### src/rtl/snake_game_ctrl.sv
`default_nettype none
// ============================================================================
// snake_game_ctrl : IDLE/PLAY/PAUSE/OVER flow, step timer, score/level counters
// Optional macro SPEEDUP_EN : step period shortens with level (clamped).
// Revision : 1.0
// ============================================================================
module snake_game_ctrl #(
    parameter int STEP_BASE = 312500,
    parameter int STEP_DEC  = 25000,
    parameter int STEP_MIN  = 62500,
    parameter int SCORE_W   = 8,
    parameter int LVL_SHIFT = 2
) (
    input  logic               clk,
    input  logic               rst_n,
    input  logic               key_start,
    input  logic               key_pause,
    input  logic               eat,
    input  logic               hit,
    output logic               step,
    output logic               clr,
    output logic               run,
    output logic [1:0]         state,
    output logic [SCORE_W-1:0] score,
    output logic [3:0]         level
);

    typedef enum logic [1:0] {
        S_IDLE  = 2'd0,
        S_PLAY  = 2'd1,
        S_PAUSE = 2'd2,
        S_OVER  = 2'd3
    } state_t;

    localparam logic [18:0]        c_per_base  = 19'(STEP_BASE);
    localparam logic [SCORE_W-1:0] c_score_max = {SCORE_W{1'b1}};

    state_t             r_state;
    state_t             w_state_nxt;
    logic [18:0]        r_cnt;
    logic [18:0]        r_per;
    logic [18:0]        w_cnt_nxt;
    logic [18:0]        w_per_nxt;
    logic [18:0]        w_per_reload;
    logic [SCORE_W-1:0] w_score_nxt;
    logic [SCORE_W-1:0] w_lvl_raw;
    logic [3:0]         w_level_nxt;
    logic               w_step_nxt;
    logic               w_clr_nxt;

    // 20-bit arithmetic so the clamp is decided before any subtraction can wrap
    function automatic logic [18:0] per_for_level(input logic [3:0] lvl);
        logic [19:0] dec;
        dec = 20'(lvl) * 20'(STEP_DEC);
        if (dec + 20'(STEP_MIN) >= 20'(STEP_BASE))
            return 19'(STEP_MIN);
        else
            return 19'(20'(STEP_BASE) - dec);
    endfunction

`ifdef SPEEDUP_EN
    assign w_per_reload = per_for_level(level);
`else
    assign w_per_reload = per_for_level(4'd0);
`endif

    assign w_lvl_raw   = score >> LVL_SHIFT;
    assign w_level_nxt = w_clr_nxt ? 4'd0 :
                         (w_lvl_raw > SCORE_W'(15)) ? 4'd15 : w_lvl_raw[3:0];

    always_comb begin
        w_state_nxt = r_state;
        w_cnt_nxt   = r_cnt;
        w_per_nxt   = r_per;
        w_score_nxt = score;
        w_step_nxt  = 1'b0;
        w_clr_nxt   = 1'b0;
        case (r_state)
            S_IDLE: begin
                if (key_start) begin
                    w_state_nxt = S_PLAY;
                    w_clr_nxt   = 1'b1;
                    w_cnt_nxt   = '0;
                    w_per_nxt   = c_per_base;
                    w_score_nxt = '0;
                end
            end
            S_PLAY: begin
                // collision outranks every other event, including a due step
                if (hit) begin
                    w_state_nxt = S_OVER;
                end else begin
                    if (eat && (score != c_score_max))
                        w_score_nxt = score + SCORE_W'(1);
                    if (key_pause) begin
                        w_state_nxt = S_PAUSE;
                    end else if (r_cnt == r_per - 19'd1) begin
                        w_step_nxt = 1'b1;
                        w_cnt_nxt  = '0;
                        w_per_nxt  = w_per_reload;
                    end else begin
                        w_cnt_nxt = r_cnt + 19'd1;
                    end
                end
            end
            S_PAUSE: begin
                if (key_pause || key_start)
                    w_state_nxt = S_PLAY;
            end
            S_OVER: begin
                if (key_start)
                    w_state_nxt = S_IDLE;
            end
            default: w_state_nxt = S_IDLE;
        endcase
    end

    always_ff @(posedge clk or negedge rst_n) begin
        if (!rst_n)
            r_state <= S_IDLE;
        else
            r_state <= w_state_nxt;
    end

    always_ff @(posedge clk or negedge rst_n) begin
        if (!rst_n) begin
            r_cnt <= '0;
            r_per <= c_per_base;
            score <= '0;
            level <= '0;
            step  <= 1'b0;
            clr   <= 1'b0;
            run   <= 1'b0;
        end else begin
            r_cnt <= w_cnt_nxt;
            r_per <= w_per_nxt;
            score <= w_score_nxt;
            level <= w_level_nxt;
            step  <= w_step_nxt;
            clr   <= w_clr_nxt;
            run   <= (w_state_nxt == S_PLAY);
        end
    end

    assign state = r_state;

endmodule
`default_nettype wire

### config.mk
export PLATFORM = sky130hd
export DESIGN_NAME = snake_game_ctrl
export DESIGN_NICKNAME = d
export VERILOG_FILES = /design/src/rtl/snake_game_ctrl.sv
export SDC_FILE = /design/constraint.sdc
export NUM_CORES = 1
export LEC_CHECK = 0
export CORE_ASPECT_RATIO = 1.2
export CORE_MARGIN = 1
export CORE_UTILIZATION = 49
export DETAILED_ROUTE_END_ITERATION = 16
export GPL_ROUTABILITY_DRIVEN = 1
export PLACE_DENSITY = 0.71
export SETUP_SLACK_MARGIN = 0.15
export SLEW_MARGIN = 40
export SYNTH_ARGS = -nofsm -noshare
export SYNTH_HDL_FRONTEND = slang
export SYNTH_SLANG_ARGS = --single-unit
### constraint.sdc
create_clock -name clk -period 2.7 [get_ports clk]
set_input_delay 0.405 -clock clk [delete_from_list [all_inputs] [get_ports clk]]
set_output_delay 0.405 -clock clk [all_outputs]
set_load 0.03 [all_outputs]
==> impl_metrics.json <==
{
  "outcome": "finished clean",
  "ir_drop_mv": 0.510,
  "rsz0062_at_grt": "false",
  "fp.dieW_um": 58.5,
  "start_util_pct": 51.6,
  "setup.worst_path.end_class": "flop",
  "slew_viol_final": 0,
  "holdWs_ps": 520,
  "cts-root-buf": "clkbuf_8",
  "drc": 0,
  "fillCellCount": 301,
  "layoutNonFillerInstCount": 279,
  "cts_hold_buf": 0,
  "areaGrowthSynthToFinish_pct": 21.1,
  "cp_data_required_time_ps": 2870,
  "worst-setup-path-type": "reg2reg",
  "htreeDepth": 2,
  "yosys.cell_types.count": 47,
  "hold_viol_final": 0,
  "antenna_found_initial": 0,
  "ys.flop_type": "dfrtp_1",
  "port_buffers": 22,
  "syn_area_per_cell_um2": 9.33,
  "vias_per_cell": 5.81,
  "fp.dieH_um": 69.8,
  "synth.cell_area_mm2": 0.00188,
  "ant_nets": 0,
  "setup_tns_ps": 0,
  "synth_edf_count": 0,
  "syn_inst": 201,
  "cp_cell_sequence": "ha_1, nand2_1, nor4_1, a41oi_2, nor2_4, nor2_1",
  "clock_skew_ps": 5.19,
  "maxClockFrequency_ghz": 0.459,
  "grt_pass1_wl_mm": 6.49,
  "cts_tree": "done",
  "ys_ff_latch": 36,
  "dp.final_hpwl_mm": 2.77,
  "final_nets": 234,
  "grt.total_usage_pct": 20.7,
  "min_period_ps": 2180,
  "ys_warn_count": 0,
  "n_antenna_cell": 0,
  "synth_fp_nets": 209,
  "slowest_delay_ps": 460,
  "dp.cells": 271,
  "vias": 1620,
  "coreArea_mm2": 0.00363,
  "grt_max_degree": 37,
  "async_reset_ff_share_pct": 100,
  "numCtsBuffers": 5,
  "cts.sinks": 36,
  "clockBufferDepth": 2,
  "worst_pin_slew_ps": 667,
  "postCtsSetupBuffers": 0,
  "fp-row-count": 24,
  "p_per_area_mw_per_mm2": 764,
  "clkTransAtPathRegs_ps": 70,
  "post_cts_resized": 0,
  "finalSetupViolations": 0,
  "p_leak_nw": 0.992,
  "drive_gt1_share_pct": 9.25,
  "gp_congestion": 0.855,
  "clkLatencyLatePin_ps": 290,
  "relSlewSlack_pct": 55.5,
  "grt_overflow_total": 0,
  "ys_seq_area_share_pct": 48.0,
  "num_io_pins": 23,
  "routed_wl_mm": 3.85,
  "maxCapViolCount": 0,
  "post_drt_wl_per_cell_um": 13.8,
  "dr.pass1.iters": 4,
  "finalCritPeriodShare_pct": 80.7,
  "cp_max_fo": 13,
  "dieArea_mm2": 0.00408,
  "slowest_stage": "dfrtp_1",
  "first_iter_violations": 65,
  "min_path_type": "in2async",
  "crit_arrival_ps": 2350,
  "cp-start-kind": "flop",
  "grt_pass1_vias": 1514
}
final timing paths:
path / from / endpoint / slack [ps] / cells after the start
max reg2reg: r_cnt[0] / r_cnt[11] / 520 / 6
max in group asynchronous: rst_n / r_cnt[3] / 1860 / 2
min reg2reg: r_cnt[5] / r_cnt[5] / 550 / 1
min in group clk: r_cnt[5] / r_cnt[5] / 550 / 1
max: r_cnt[0] / r_cnt[11] / 520 / 6
min: rst_n / r_cnt[8] / 520 / 2
Yosys cell counts (all sizes together), types with 2 or more instances:
library cell | number | area share (%)
and4 | 2 | 0.93
nor4b | 3 | 1.4
xor2 | 7 | 3.3
a211oi | 3 | 2.1
o31ai | 3 | 1.2
nand2b | 3 | 1.0
nor2 | 23 | 5.0
mux2i | 2 | 1.1
nand2 | 15 | 3.1
nor3b | 2 | 0.80
buf | 2 | 0.80
nand3 | 17 | 4.5
and3 | 7 | 2.3
a21boi | 2 | 0.80
inv | 8 | 1.6
o21ai | 13 | 3.5
clkbuf | 6 | 1.2
and2 | 2 | 0.67
ha | 2 | 1.3
nand4 | 11 | 3.7
nor3 | 5 | 1.3
xnor2 | 2 | 0.93
a21o | 2 | 0.80
a21oi | 9 | 2.6
dfrtp | 36 | 48
sequential cells by signal, indices dropped and copies added (netlist names):
name / flops
clr: 1
score: 8
step: 1
level: 4
run: 1
r_cnt: 19
state: 2
final cells by class:
class	count	area [um2]	area share [%]
multi-input combinational	149	915	40.3
sequential	36	901	39.6
timing repair buffer	26	250	11.0
clock buffer	5	68.8	3.03
tap	52	65.1	2.86
clock inverter	3	42.5	1.87
inverter	8	30.0	1.32
per-layer routing:
metal	global-route usage [%]	share of wire (%)
met5	0	0
met4	6.61	1.3
met3	5.41	4.3
met2	36.1	52
met1	24.1	42
through the flow:
step / instance area, um2 / utilization, % / power [mW] / setup WS, ps
final: 2270 / 62.5 / 1.74 / 520
after detailed placement: 2160 / 59.5 / 1.28 / 281
after global routing: 2270 / 62.5 / 1.83 / 286
after floorplan: 1880 / - / 1.07 / 608
after global placement: 2150 / 59.3 / 1.26 / 302
after CTS: 2270 / 62.5 / 1.75 / 521
power breakdown:
part	internal, mW	leakage [nW]	switching (mW)	total (mW)
Clock	0.273	0.0541	0.195	0.468
Sequential	0.600	0.493	0.0974	0.698
Combinational	0.222	0.445	0.350	0.571
Total	1.09	0.992	0.642	1.74
logic make-up (layout without fill, tap and decap cells):
group                      after synthesis  count (layout)  share of synthesized area [%]
and+or+nand+nor                         97              97                           27.8
AOI/OAI and AO/OA                       39              39                           14.0
muxes                                    2               2                           1.07
buffers and inverters                   16              42                           3.60
DFF                                     36              36                           48.0
adders and majority gates                2               2                           1.33
xor gates and xnor gates                 9               9                           4.20
placed cells by master (no fill, tap or decap), types with 3 or more instances in the layout:
| cell | count |
|---|---|
| a21oi_1 | 8 |
| and3_1 | 7 |
| buf_4 | 4 |
| clkbuf_8 | 5 |
| clkdlybuf4s50_1 | 22 |
| dfrtp_1 | 36 |
| inv_1 | 8 |
| nand2_1 | 14 |
| nand2b_1 | 3 |
| nand3_1 | 17 |
| nand4_1 | 11 |
| nor2_1 | 22 |
| nor3_1 | 5 |
| nor4b_1 | 3 |
| o21ai_0 | 10 |
| o21ai_1 | 3 |
| o31ai_1 | 3 |
| xor2_1 | 7 |
critical path: cells and delay by family (launching register included):
| family | cells | cell delay, ps |
|---|---|---|
| adders and majority gates | 1 | 280 |
| DFF | 1 | 460 |
| AOI/OAI and AO/OA | 1 | 440 |
| and+or+nand+nor | 4 | 870 |
Note: power is estimated with default switching activity, not from simulation.
